## src/rtl/ps2_pkg.sv

```systemverilog
// Shared types, prefix codes and the scan-code-set-2 to Chip-8 keypad map.
package ps2_pkg;

  typedef enum logic [1:0] {StIdle, StData, StParity, StStop} frame_state_e;

  localparam logic [7:0] SC_BREAK = 8'hF0;
  localparam logic [7:0] SC_EXT   = 8'hE0;

  // Returns {hit, key}; hit=0 means the code is not on the keypad.
  function automatic logic [4:0] sc_to_key(input logic [7:0] sc);
    logic [4:0] res;
    res = 5'h00;
    case (sc)
      8'h16: res = {1'b1, 4'h1};
      8'h1E: res = {1'b1, 4'h2};
      8'h26: res = {1'b1, 4'h3};
      8'h25: res = {1'b1, 4'hC};
      8'h15: res = {1'b1, 4'h4};
      8'h1D: res = {1'b1, 4'h5};
      8'h24: res = {1'b1, 4'h6};
      8'h2D: res = {1'b1, 4'hD};
      8'h1C: res = {1'b1, 4'h7};
      8'h1B: res = {1'b1, 4'h8};
      8'h23: res = {1'b1, 4'h9};
      8'h2B: res = {1'b1, 4'hE};
      8'h1A: res = {1'b1, 4'hA};
      8'h22: res = {1'b1, 4'h0};
      8'h21: res = {1'b1, 4'hB};
      8'h2A: res = {1'b1, 4'hF};
      default: res = 5'h00;
    endcase
    return res;
  endfunction

endpackage

```

## src/rtl/ps2_rx_frame.sv

```systemverilog
// PS/2 frame receiver: synchronisers, falling-edge detect, 11-bit frame FSM and
// mid-frame timeout. Emits one-cycle scan_valid / frame_err strobes.
module ps2_rx_frame
  import ps2_pkg::*;
#(
  parameter int unsigned TIMEOUT_CYCLES = 50000
) (
  input  logic       clk_i,
  input  logic       res_n_i,
  input  logic       ps2_clk_i,
  input  logic       ps2_data_i,
  output logic       scan_valid_o,
  output logic [7:0] scan_byte_o,
  output logic       frame_err_o
);

  localparam int unsigned CntW = $clog2(TIMEOUT_CYCLES + 1);
  localparam logic [CntW-1:0] CntMax = CntW'(TIMEOUT_CYCLES);
  localparam logic [CntW-1:0] CntExp = CntW'(TIMEOUT_CYCLES - 1);

  logic [1:0] clk_sync_q, data_sync_q;
  logic       clk_prev_q;
  logic       fall, data;

  frame_state_e    state_q, state_d;
  logic [2:0]      bit_cnt_q, bit_cnt_d;
  logic [7:0]      shift_q, shift_d;
  logic            parity_q, parity_d;
  logic [CntW-1:0] cnt_q, cnt_d;
  logic            valid_q, valid_d;
  logic            err_q, err_d;
  logic [7:0]      byte_q, byte_d;

  // Synchronisers reset to the idle-high line level so release gives no false edge.
  always_ff @(posedge clk_i or negedge res_n_i) begin
    if (!res_n_i) begin
      clk_sync_q  <= 2'b11;
      data_sync_q <= 2'b11;
      clk_prev_q  <= 1'b1;
    end else begin
      clk_sync_q  <= {clk_sync_q[0], ps2_clk_i};
      data_sync_q <= {data_sync_q[0], ps2_data_i};
      clk_prev_q  <= clk_sync_q[1];
    end
  end

  assign fall = clk_prev_q & ~clk_sync_q[1];
  assign data = data_sync_q[1];

  always_comb begin
    state_d   = state_q;
    bit_cnt_d = bit_cnt_q;
    shift_d   = shift_q;
    parity_d  = parity_q;
    byte_d    = byte_q;
    valid_d   = 1'b0;
    err_d     = 1'b0;

    if (fall || state_q == StIdle) begin
      cnt_d = '0;
    end else if (cnt_q != CntMax) begin
      cnt_d = cnt_q + 1'b1;
    end else begin
      cnt_d = cnt_q;
    end

    unique case (state_q)
      StIdle: begin
        if (fall && !data) begin
          bit_cnt_d = 3'd0;
          state_d   = StData;
        end
      end
      StData: begin
        if (fall) begin
          shift_d   = {data, shift_q[7:1]};
          bit_cnt_d = bit_cnt_q + 3'd1;
          if (bit_cnt_q == 3'd7) state_d = StParity;
        end
      end
      StParity: begin
        if (fall) begin
          parity_d = data;
          state_d  = StStop;
        end
      end
      StStop: begin
        if (fall) begin
          if (data && (^shift_q ^ parity_q)) begin
            byte_d  = shift_q;
            valid_d = 1'b1;
          end else begin
            err_d = 1'b1;
          end
          state_d = StIdle;
        end
      end
      default: state_d = StIdle;
    endcase

    // A fall on the expiry cycle keeps the frame alive.
    if (state_q != StIdle && !fall && cnt_q == CntExp) begin
      err_d   = 1'b1;
      state_d = StIdle;
    end
  end

  always_ff @(posedge clk_i or negedge res_n_i) begin
    if (!res_n_i) begin
      state_q   <= StIdle;
      bit_cnt_q <= 3'd0;
      shift_q   <= 8'h00;
      parity_q  <= 1'b0;
      cnt_q     <= '0;
      valid_q   <= 1'b0;
      err_q     <= 1'b0;
      byte_q    <= 8'h00;
    end else begin
      state_q   <= state_d;
      bit_cnt_q <= bit_cnt_d;
      shift_q   <= shift_d;
      parity_q  <= parity_d;
      cnt_q     <= cnt_d;
      valid_q   <= valid_d;
      err_q     <= err_d;
      byte_q    <= byte_d;
    end
  end

  assign scan_valid_o = valid_q;
  assign scan_byte_o  = byte_q;
  assign frame_err_o  = err_q;

endmodule

```

## src/rtl/ps2_keypad.sv

```systemverilog
// PS/2 keyboard to Chip-8 hex keypad: tracks F0/E0 prefixes and keeps a
// per-key held bitmap, strobing key_event only on real bit changes.
module ps2_keypad
  import ps2_pkg::*;
#(
  parameter int unsigned TIMEOUT_CYCLES = 50000
) (
  input  logic        clk_i,
  input  logic        res_n_i,
  input  logic        ps2_clk_i,
  input  logic        ps2_data_i,
  output logic [15:0] keys_o,
  output logic        key_event_o,
  output logic [3:0]  key_code_o,
  output logic        key_pressed_o,
  output logic        scan_valid_o,
  output logic [7:0]  scan_byte_o,
  output logic        frame_err_o
);

  logic       scan_valid, frame_err;
  logic [7:0] scan_byte;
  logic [4:0] map_res;

  logic [15:0] keys_q, keys_d;
  logic        event_q, event_d;
  logic [3:0]  code_q, code_d;
  logic        pressed_q, pressed_d;
  logic        brk_q, brk_d;
  logic        ext_q, ext_d;

  ps2_rx_frame #(
    .TIMEOUT_CYCLES(TIMEOUT_CYCLES)
  ) u_rx_frame (
    .clk_i       (clk_i),
    .res_n_i     (res_n_i),
    .ps2_clk_i   (ps2_clk_i),
    .ps2_data_i  (ps2_data_i),
    .scan_valid_o(scan_valid),
    .scan_byte_o (scan_byte),
    .frame_err_o (frame_err)
  );

  assign map_res = sc_to_key(scan_byte);

  always_comb begin
    keys_d    = keys_q;
    event_d   = 1'b0;
    code_d    = code_q;
    pressed_d = pressed_q;
    brk_d     = brk_q;
    ext_d     = ext_q;

    if (frame_err) begin
      brk_d = 1'b0;
      ext_d = 1'b0;
    end else if (scan_valid) begin
      if (scan_byte == SC_BREAK) begin
        brk_d = 1'b1;
      end else if (scan_byte == SC_EXT) begin
        ext_d = 1'b1;
      end else begin
        // Typematic repeats and stray breaks leave the bit alone: no event.
        if (!ext_q && map_res[4] && (keys_q[map_res[3:0]] != !brk_q)) begin
          keys_d[map_res[3:0]] = !brk_q;
          event_d              = 1'b1;
          code_d               = map_res[3:0];
          pressed_d            = !brk_q;
        end
        brk_d = 1'b0;
        ext_d = 1'b0;
      end
    end
  end

  always_ff @(posedge clk_i or negedge res_n_i) begin
    if (!res_n_i) begin
      keys_q    <= 16'h0000;
      event_q   <= 1'b0;
      code_q    <= 4'h0;
      pressed_q <= 1'b0;
      brk_q     <= 1'b0;
      ext_q     <= 1'b0;
    end else begin
      keys_q    <= keys_d;
      event_q   <= event_d;
      code_q    <= code_d;
      pressed_q <= pressed_d;
      brk_q     <= brk_d;
      ext_q     <= ext_d;
    end
  end

  assign keys_o        = keys_q;
  assign key_event_o   = event_q;
  assign key_code_o    = code_q;
  assign key_pressed_o = pressed_q;
  assign scan_valid_o  = scan_valid;
  assign scan_byte_o   = scan_byte;
  assign frame_err_o   = frame_err;

endmodule

```

## config.mk

```make
export PLATFORM = sky130hd
export DESIGN_NAME = ps2_keypad
export DESIGN_NICKNAME = d
export VERILOG_FILES = /design/src/rtl/ps2_pkg.sv /design/src/rtl/ps2_rx_frame.sv /design/src/rtl/ps2_keypad.sv
export SDC_FILE = /design/constraint.sdc
export NUM_CORES = 1
export LEC_CHECK = 0
export BUFFER_PORTS_ARGS = -buffer_cell sky130_fd_sc_hd__buf_2
export CAP_MARGIN = 20
export CORE_MARGIN = 2
export CORE_UTILIZATION = 51
export DETAILED_ROUTE_END_ITERATION = 16
export PLACE_DENSITY = 0.79
export SYNTH_ARGS = -nofsm -noshare
export SYNTH_HDL_FRONTEND = slang
export SYNTH_HIERARCHICAL = 1
export SYNTH_SLANG_ARGS = --single-unit
```

## constraint.sdc

```tcl
create_clock -name clk_i -period 3.3 [get_ports clk_i]
set_input_delay 0.66 -clock clk_i [delete_from_list [all_inputs] [get_ports clk_i]]
set_output_delay 0.66 -clock clk_i [all_outputs]
set_load 0.02 [all_outputs]
```

== Yosys cells after proc, flatten, opt, wreduce, memory -nomap -nowiden ==
Memories as Yosys holds them, arrays and structs flattened.
Cells that the tools add are included.

* Eq/ne operators: 18
* Muxes and demuxes: 38
* Bitwise logic cells: 6
* Reductions and logical operators: 27
* Add/sub/neg operators: 2
* Magnitude comparators: 2

{| class="wikitable"
|+ Operator list
! cell !! count
|-
| two-way mux 16 bit || 2
|-
| two-way mux 1 bit || 22
|-
| adder 16 x 1 -> 16 bit (second input constant) || 1
|-
| bitwise mux 16 bit || 1
|-
| == test 16 bit (second input constant) || 1
|-
| == test 8 bit (second input constant) || 2
|-
| != test 16 bit (second input constant) || 1
|-
| two-way mux 2 bit || 6
|-
| != test 3 x 1 -> 1 bit (second input constant) || 4
|-
| AND reduction 5 bit || 2
|-
| case mux 2 bit (4 select lines) || 1
|-
| AND reduction 2 bit || 4
|-
| nonzero test 2 bit || 4
|-
| XOR reduction 8 bit || 1
|-
| logical AND 1 bit || 7
|-
| two-way mux 3 bit || 2
|-
| case mux 3 bit (2 select lines) || 1
|-
| AND reduction 3 bit || 2
|-
| less-than comparator 4 x 5 -> 1 bit (second input constant) || 1
|-
| two-way mux 5 bit || 1
|-
| binary-select mux 1 bit (select 4 bit) || 1
|-
| demux 1 bit (select 4 bit) || 1
|-
| == test 2 bit (second input constant) || 2
|-
| greater-or-equal comparator 4 x 1 -> 1 bit (second input constant) || 1
|-
| other kinds (14) || 22
|}

* Word-level logic and storage cells: 111
* Memories kept: 1
* Register bits: 69
* Input port bits: 4
* Memory bits (read-only): 320
* Output and inout bits: 32

{| class="wikitable"
|+ Memories
! memory !! depth !! bits a word !! rd ports !! clocked after memory_dff !! wr ports !! RTL line !! RTL
|-
| (name not given) || 64 || 5 || 1 || 0 || 0 || ps2_pkg.sv:13 || <nowiki>case (sc)</nowiki>
|}

== Logic depth before layout (Yosys ltp) ==
* Depth in word-level cells: 11
* Gate-level depth with buffers: 12
* Depth with buffers taken out: 11

== Modules after synthesis ==
The synthesis kept the hierarchy.

{| class="wikitable"
|+ Modules (own cells, without submodules)
! module !! times used !! area an instance (um^2) !! cells each !! seq. area each (um^2)
|-
| ps2_rx_frame || 1 || 2152.1 || 184 || 1132.3
|-
| ps2_keypad || 1 || 1941.9 || 226 || 600.6
|}

== Worst setup path after synthesis ==
OpenSTA, ideal clock, no wires.

* Path type: reg-to-reg
* From: reg u_rx_frame.byte_q[1] (netlist: u_rx_frame/scan_byte_o[1])
* To: reg code_q[2] (netlist: key_code_o[2])
* Buffers on the path: 1
* Cell stages (with the launch flop): 13
* Arrival: 3.030 ns
* Period minus slack after synthesis: 3.155 ns
* Setup time: 0.125 ns
* Path slack: 0.145 ns
* Data required time: 3.175 ns
* Cells stage by stage: dfrtp_1 -> inv_1 -> ha_1 -> nand2b_1 -> a211oi_2 -> or3_1 -> buf_4 -> mux2_1 -> and3_1 -> a2111oi_4 -> o211ai_2 -> o31ai_2 -> mux2_4

* Word-level cells in the longest chain between the ends: 7
* Elaborated cells between the ends (all ways): 12
* Classes of those cells: eq/ne (3); mux (3); bitwise (2); reduce/logical (3); memory (1)

{| class="wikitable"
|+ Ends and longest elaborated chain
! what !! RTL line !! RTL
|-
| from (decl) || ps2_rx_frame.sv:32 || <nowiki>logic [7:0] byte_q, byte_d;</nowiki>
|-
| from (signal assigned) || ps2_rx_frame.sv:126 || <nowiki>byte_q <= byte_d;</nowiki>
|-
| memory read (64 x 5 bit) || - ||
|-
| two-way mux 5 bit || ps2_pkg.sv:13 ||
|-
| binary-select mux 1 bit (select 4 bit) || ps2_keypad.sv:64 || <nowiki>if (!ext_q && map_res[4] && (keys_q[map_res[3:0]] != !brk_q)) begin</nowiki>
|-
| two-way mux 1 bit (implied by the code) || ps2_keypad.sv:64 ||
|-
| != test 1 bit || ps2_keypad.sv:64 ||
|-
| logical AND 1 bit || ps2_keypad.sv:64 ||
|-
| AND reduction 5 bit (no source line) || - ||
|-
| to (signal assigned) || ps2_keypad.sv:87 || <nowiki>code_q <= code_d;</nowiki>
|-
| to (decl) || ps2_keypad.sv:27 || <nowiki>logic [3:0] code_q, code_d;</nowiki>
|}

Parallel ways exist; a longest one is shown, timed or not. The select of a mux whose other input is x is not followed.
A chain may end at the register's enable or synchronous reset.

== Worst setup path in the final report ==
* From: reg u_rx_frame.byte_q[0] (netlist: u_rx_frame/scan_byte_o[0])
* To: reg code_q[2] (netlist: key_code_o[2])

Same word-level chain as after synthesis.

==> results.md <==
- Tcrit/Tclk final: 94.6%
- Largest fanout on the critical path: 7
- Clock skew after layout: approximately 0.014 ns
- Avg Vias per Cell: 6.10
- Gate Count Post-Synth: 410
- Weighted congestion reported at the end of routability-driven placement: 0.956
- Total cell area at the placement stage: 4390 um^2
- Post-layout instance area: between 4000 and 5000 um^2
- Sink Count: 69
- Fraction of power consumed by combinational cells: 30.5%
- Setup TNS after final layout: 0 ns
- Synth Cell Area: 4090 um^2
- Final Routed Wirelength: ~9500 um
- Post-synth top flop: sky130_fd_sc_hd__dfrtp_1
- Post-DP HPWL: 6650 um
- Number of violations of the max-capacitance limit: 0
- Worst hold-check path type: flip-flop to flip-flop
- Count of nets after finishing: between 400 and 500
- Clock latency on the worst-skew pair: 0.35 ns
- Shortest period the worst path allows: 3.12 ns
- Post-route non-filler standard cell count: ~560
- Warning count from the yosys run: 6
- Post-Place Worst Slack: 0.0663 ns
- Rel. slew slack: 42.4%
- Leakage power: 2.15 nW
- Gr ovfl total: 0
- Layout overhead on the synthesized area: 14.0%
- Vias in the first global route: 3,264
- Pin count of the biggest net entering global routing: 70
- Post-Synthesis Mean Instance Area: 9.99 um^2
- Synthesized net count: 427
- Unrepaired setup endpoints after global routing: false
- Standard-cell row count: 32
- Number of diodes added for antenna fixing: 0
- Max rail drop VDD: around 460 uV
- Most frequent cells in the layout: sky130_fd_sc_hd__dfrtp_1 (64), sky130_fd_sc_hd__o21ai_0 (44), sky130_fd_sc_hd__buf_2 (35), sky130_fd_sc_hd__a21oi_1 (30), sky130_fd_sc_hd__nor2_1 (29)
- Wirelength per Cell: 17.0 um
- Final worst setup slack: 0.177 ns
- TritonCTS clock tree: built
- Reg power frac: 41.2%
- Final Hold Slack: 0.359 ns
- Total global-route track usage: 22.6%
- Seq/Total Area, Yosys: 42.3%
- Pins over their slew limit: 0
- Number of buffers on the longest clock path: 2
- Type of element launching the critical path: flip-flop
- Final Hold Fails: 0
- Core area: just under 8000 um^2
- Most area-consuming cells after synthesis: sky130_fd_sc_hd__dfrtp_1 (39%), sky130_fd_sc_hd__o21ai_0 (5.4%), sky130_fd_sc_hd__mux2_2 (5.2%), sky130_fd_sc_hd__ha_1 (4.0%), sky130_fd_sc_hd__a21oi_1 (3.7%)
- Number of flops mapped to enable cells by yosys: 0
- Distinct cell type count of the synthesized netlist: 71
- Wire length of the first global-routing pass: about 16,000 um
- DRC marker count from the first detailed-route iteration: 228
- Critical path class: flip-flop to flip-flop
- Htree depth: 3
- Transition time at the pin with the least slew margin: approximately 0.86 ns
- Die footprint: roughly 8800 um^2
- Cell Int Power: 1.77 mW
- Kind of end point of the critical path: flip-flop
- Power density of the placed cells: ~580 nW/um^2
- Net load switching power: 0.928 mW
- Antenna violations before repair: 0
- Data required, critical path: 3.52 ns
- Most common library cell in the layout ignoring fill and taps: sky130_fd_sc_hd__dfrtp_1
- Fraction of layout instances using a drive strength above 1: 24.4%
- CP arrival: 3.35 ns
- Reg clk slew, reported paths: approximately 0.090 ns
- Number of buffers inserted during clock tree synthesis: 9
- Horizontal die dimension: 93.6 um
- Initial cell density of the core: 52.7%
- Share of flip-flops with an asynchronous set or reset after synthesis: 100%
- Synth Register Bits: 69
- Residual DRC: 0
- Finish-stage setup viols: 0
- Highest Clock Rate: 320 MHz
- Antenna-violating nets left: 0
- Cell chosen for the clock root: sky130_fd_sc_hd__clkbuf_8
- Area share of the largest cell type after synthesis: 39.1%
- Placed Instances: about 540
- Die outline height: 93.6 um
- Num ports: 36
- Power share of the clock group: 28.3%
- Count of buffers inserted at the top-level ports: 35
- Fraction of power spent switching nets: 34.4%
- Design Power: 2.70 mW
- Utilization of the core after routing: between 60 and 70%
- Yosys top cell by area: sky130_fd_sc_hd__dfrtp_1
- Initial DRT Pass Iterations: 5
- Via total after detailed routing: 3,423
- Run status: finished clean
[power groups by stage]
| stage | clock network, mW | registers (mW) | logic [mW] |
|---|---|---|---|
| after floorplan | 0 | 1.11 | 0.650 |
| after global placement | 0 | 1.11 | 0.785 |
| after detailed placement | 0 | 1.12 | 0.811 |
| after CTS | 0.784 | 1.11 | 0.816 |
| after global routing | 0.821 | 1.13 | 0.906 |
| final | 0.765 | 1.11 | 0.823 |
[logic make-up (layout without fill, tap and decap cells)]
kind of cell             Yosys count  in the layout  share of synthesized area (%)
AND/OR/NAND/NOR                  124            124                           16.5
multiplexers                      36             36                           9.69
XOR/XNOR                          19             19                           4.58
adder cells (fa/ha/maj)           13             13                           3.97
flip-flops                        69             69                           42.3
AO/OA/AOI/OAI                    118            118                           19.7
buffers and inverters             31             80                           3.27
[area by class of cell]
type                       instances  area (um^2)
fill                             686         3100
inverter                          17         63.8
multi-input combinational        310         2260
timing repair buffer              47          265
tap                              102          128
clock buffer                      11          131
sequential                        69         1730
clock inverter                     5         85.1
[sequential cells by signal, indices dropped and copies added, names as in the netlist]
name	cells
keys_o	16
u_rx_frame/data_sync_q	2
u_rx_frame/parity_q	1
u_rx_frame/bit_cnt_q	3
u_rx_frame/frame_err_o	1
u_rx_frame/shift_q	8
key_event_o	1
key_code_o	4
key_pressed_o	1
u_rx_frame/scan_byte_o	8
brk_q	1
u_rx_frame/clk_sync_q	2
u_rx_frame/state_q	2
u_rx_frame/cnt_q	16
u_rx_frame/clk_prev_q	1
ext_q	1
u_rx_frame/scan_valid_o	1
[worst max-delay path, stage by stage (launching register included)]
cell and delay (ns):
sky130_fd_sc_hd__dfrtp_1 0.47, sky130_fd_sc_hd__inv_1 0.13, sky130_fd_sc_hd__ha_1 0.24, sky130_fd_sc_hd__mux2_1 0.28, sky130_fd_sc_hd__a21oi_1 0.28, sky130_fd_sc_hd__a211o_1 0.24
sky130_fd_sc_hd__o221ai_1 0.19, sky130_fd_sc_hd__nor3_2 0.26, sky130_fd_sc_hd__a2111oi_4 0.10, sky130_fd_sc_hd__buf_4 0.16, sky130_fd_sc_hd__o31ai_4 0.31, sky130_fd_sc_hd__mux2_4 0.33
[metal layers]
layer  vias up  wire (um)  GRT usage [%]
met5         -          0              0
met4         0        222           7.37
met3        36        587           5.40
met2       146       4620           37.6
met1      1655       4100           29.0
li1       1586          -              -
[worst paths after layout]
check / startpoint / to / slack [ns] / depth (start not counted)
max in group asynchronous: res_n_i / u_rx_frame/scan_byte_o[4]$_DFFE_PN0P_ / 2.23 / 2
hold / removal: u_rx_frame/data_sync_q[0]$_DFF_PN1_ / u_rx_frame/data_sync_q[1]$_DFF_PN1_ / 0.36 / 0
setup reg to reg: u_rx_frame/scan_byte_o[0]$_DFFE_PN0P_ / key_code_o[2]$_DFFE_PN0P_ / 0.18 / 11
setup / recovery: u_rx_frame/scan_byte_o[0]$_DFFE_PN0P_ / key_code_o[2]$_DFFE_PN0P_ / 0.18 / 11
hold reg to reg: u_rx_frame/data_sync_q[0]$_DFF_PN1_ / u_rx_frame/data_sync_q[1]$_DFF_PN1_ / 0.36 / 0
min in group asynchronous: res_n_i / keys_o[5]$_DFFE_PN0P_ / 0.48 / 2
[cell usage after synthesis, types with 2 or more instances]
master                     count
sky130_fd_sc_hd__dfrtp_1      64
sky130_fd_sc_hd__o21ai_0      44
sky130_fd_sc_hd__a21oi_1      30
sky130_fd_sc_hd__nor2_1       29
sky130_fd_sc_hd__nand2_1      25
sky130_fd_sc_hd__mux2_2       19
sky130_fd_sc_hd__inv_1        16
sky130_fd_sc_hd__ha_1         13
sky130_fd_sc_hd__mux2i_1      13
sky130_fd_sc_hd__xor2_1       11
sky130_fd_sc_hd__nor3_1       10
sky130_fd_sc_hd__nand3_1       9
sky130_fd_sc_hd__clkbuf_1      8
sky130_fd_sc_hd__nand2b_1      8
sky130_fd_sc_hd__and3_1        7
sky130_fd_sc_hd__nand4_1       7
sky130_fd_sc_hd__xnor2_1       6
sky130_fd_sc_hd__dfstp_2       5
sky130_fd_sc_hd__nor3b_1       5
sky130_fd_sc_hd__or3_1         5
sky130_fd_sc_hd__a211oi_1      4
sky130_fd_sc_hd__o22ai_1       4
sky130_fd_sc_hd__and2_1        3
sky130_fd_sc_hd__o31ai_1       3
sky130_fd_sc_hd__or4_1         3
sky130_fd_sc_hd__a211o_1       2
sky130_fd_sc_hd__a211oi_4      2
sky130_fd_sc_hd__a21o_1        2
sky130_fd_sc_hd__buf_2         2
sky130_fd_sc_hd__buf_4         2
sky130_fd_sc_hd__mux2_1        2
sky130_fd_sc_hd__mux2_4        2
sky130_fd_sc_hd__nor2b_1       2
sky130_fd_sc_hd__o211a_1       2
sky130_fd_sc_hd__o211ai_1      2
sky130_fd_sc_hd__o21a_1        2
sky130_fd_sc_hd__o221ai_1      2
sky130_fd_sc_hd__o31ai_2       2
[what timing repair did]
action	CTS	global route
hold buffers	0	0
buffers inserted	0	4
endpoints found under the setup margin	0	3
gates resized for setup	0	6
No activity file was read; power rests on OpenSTA's default activity.
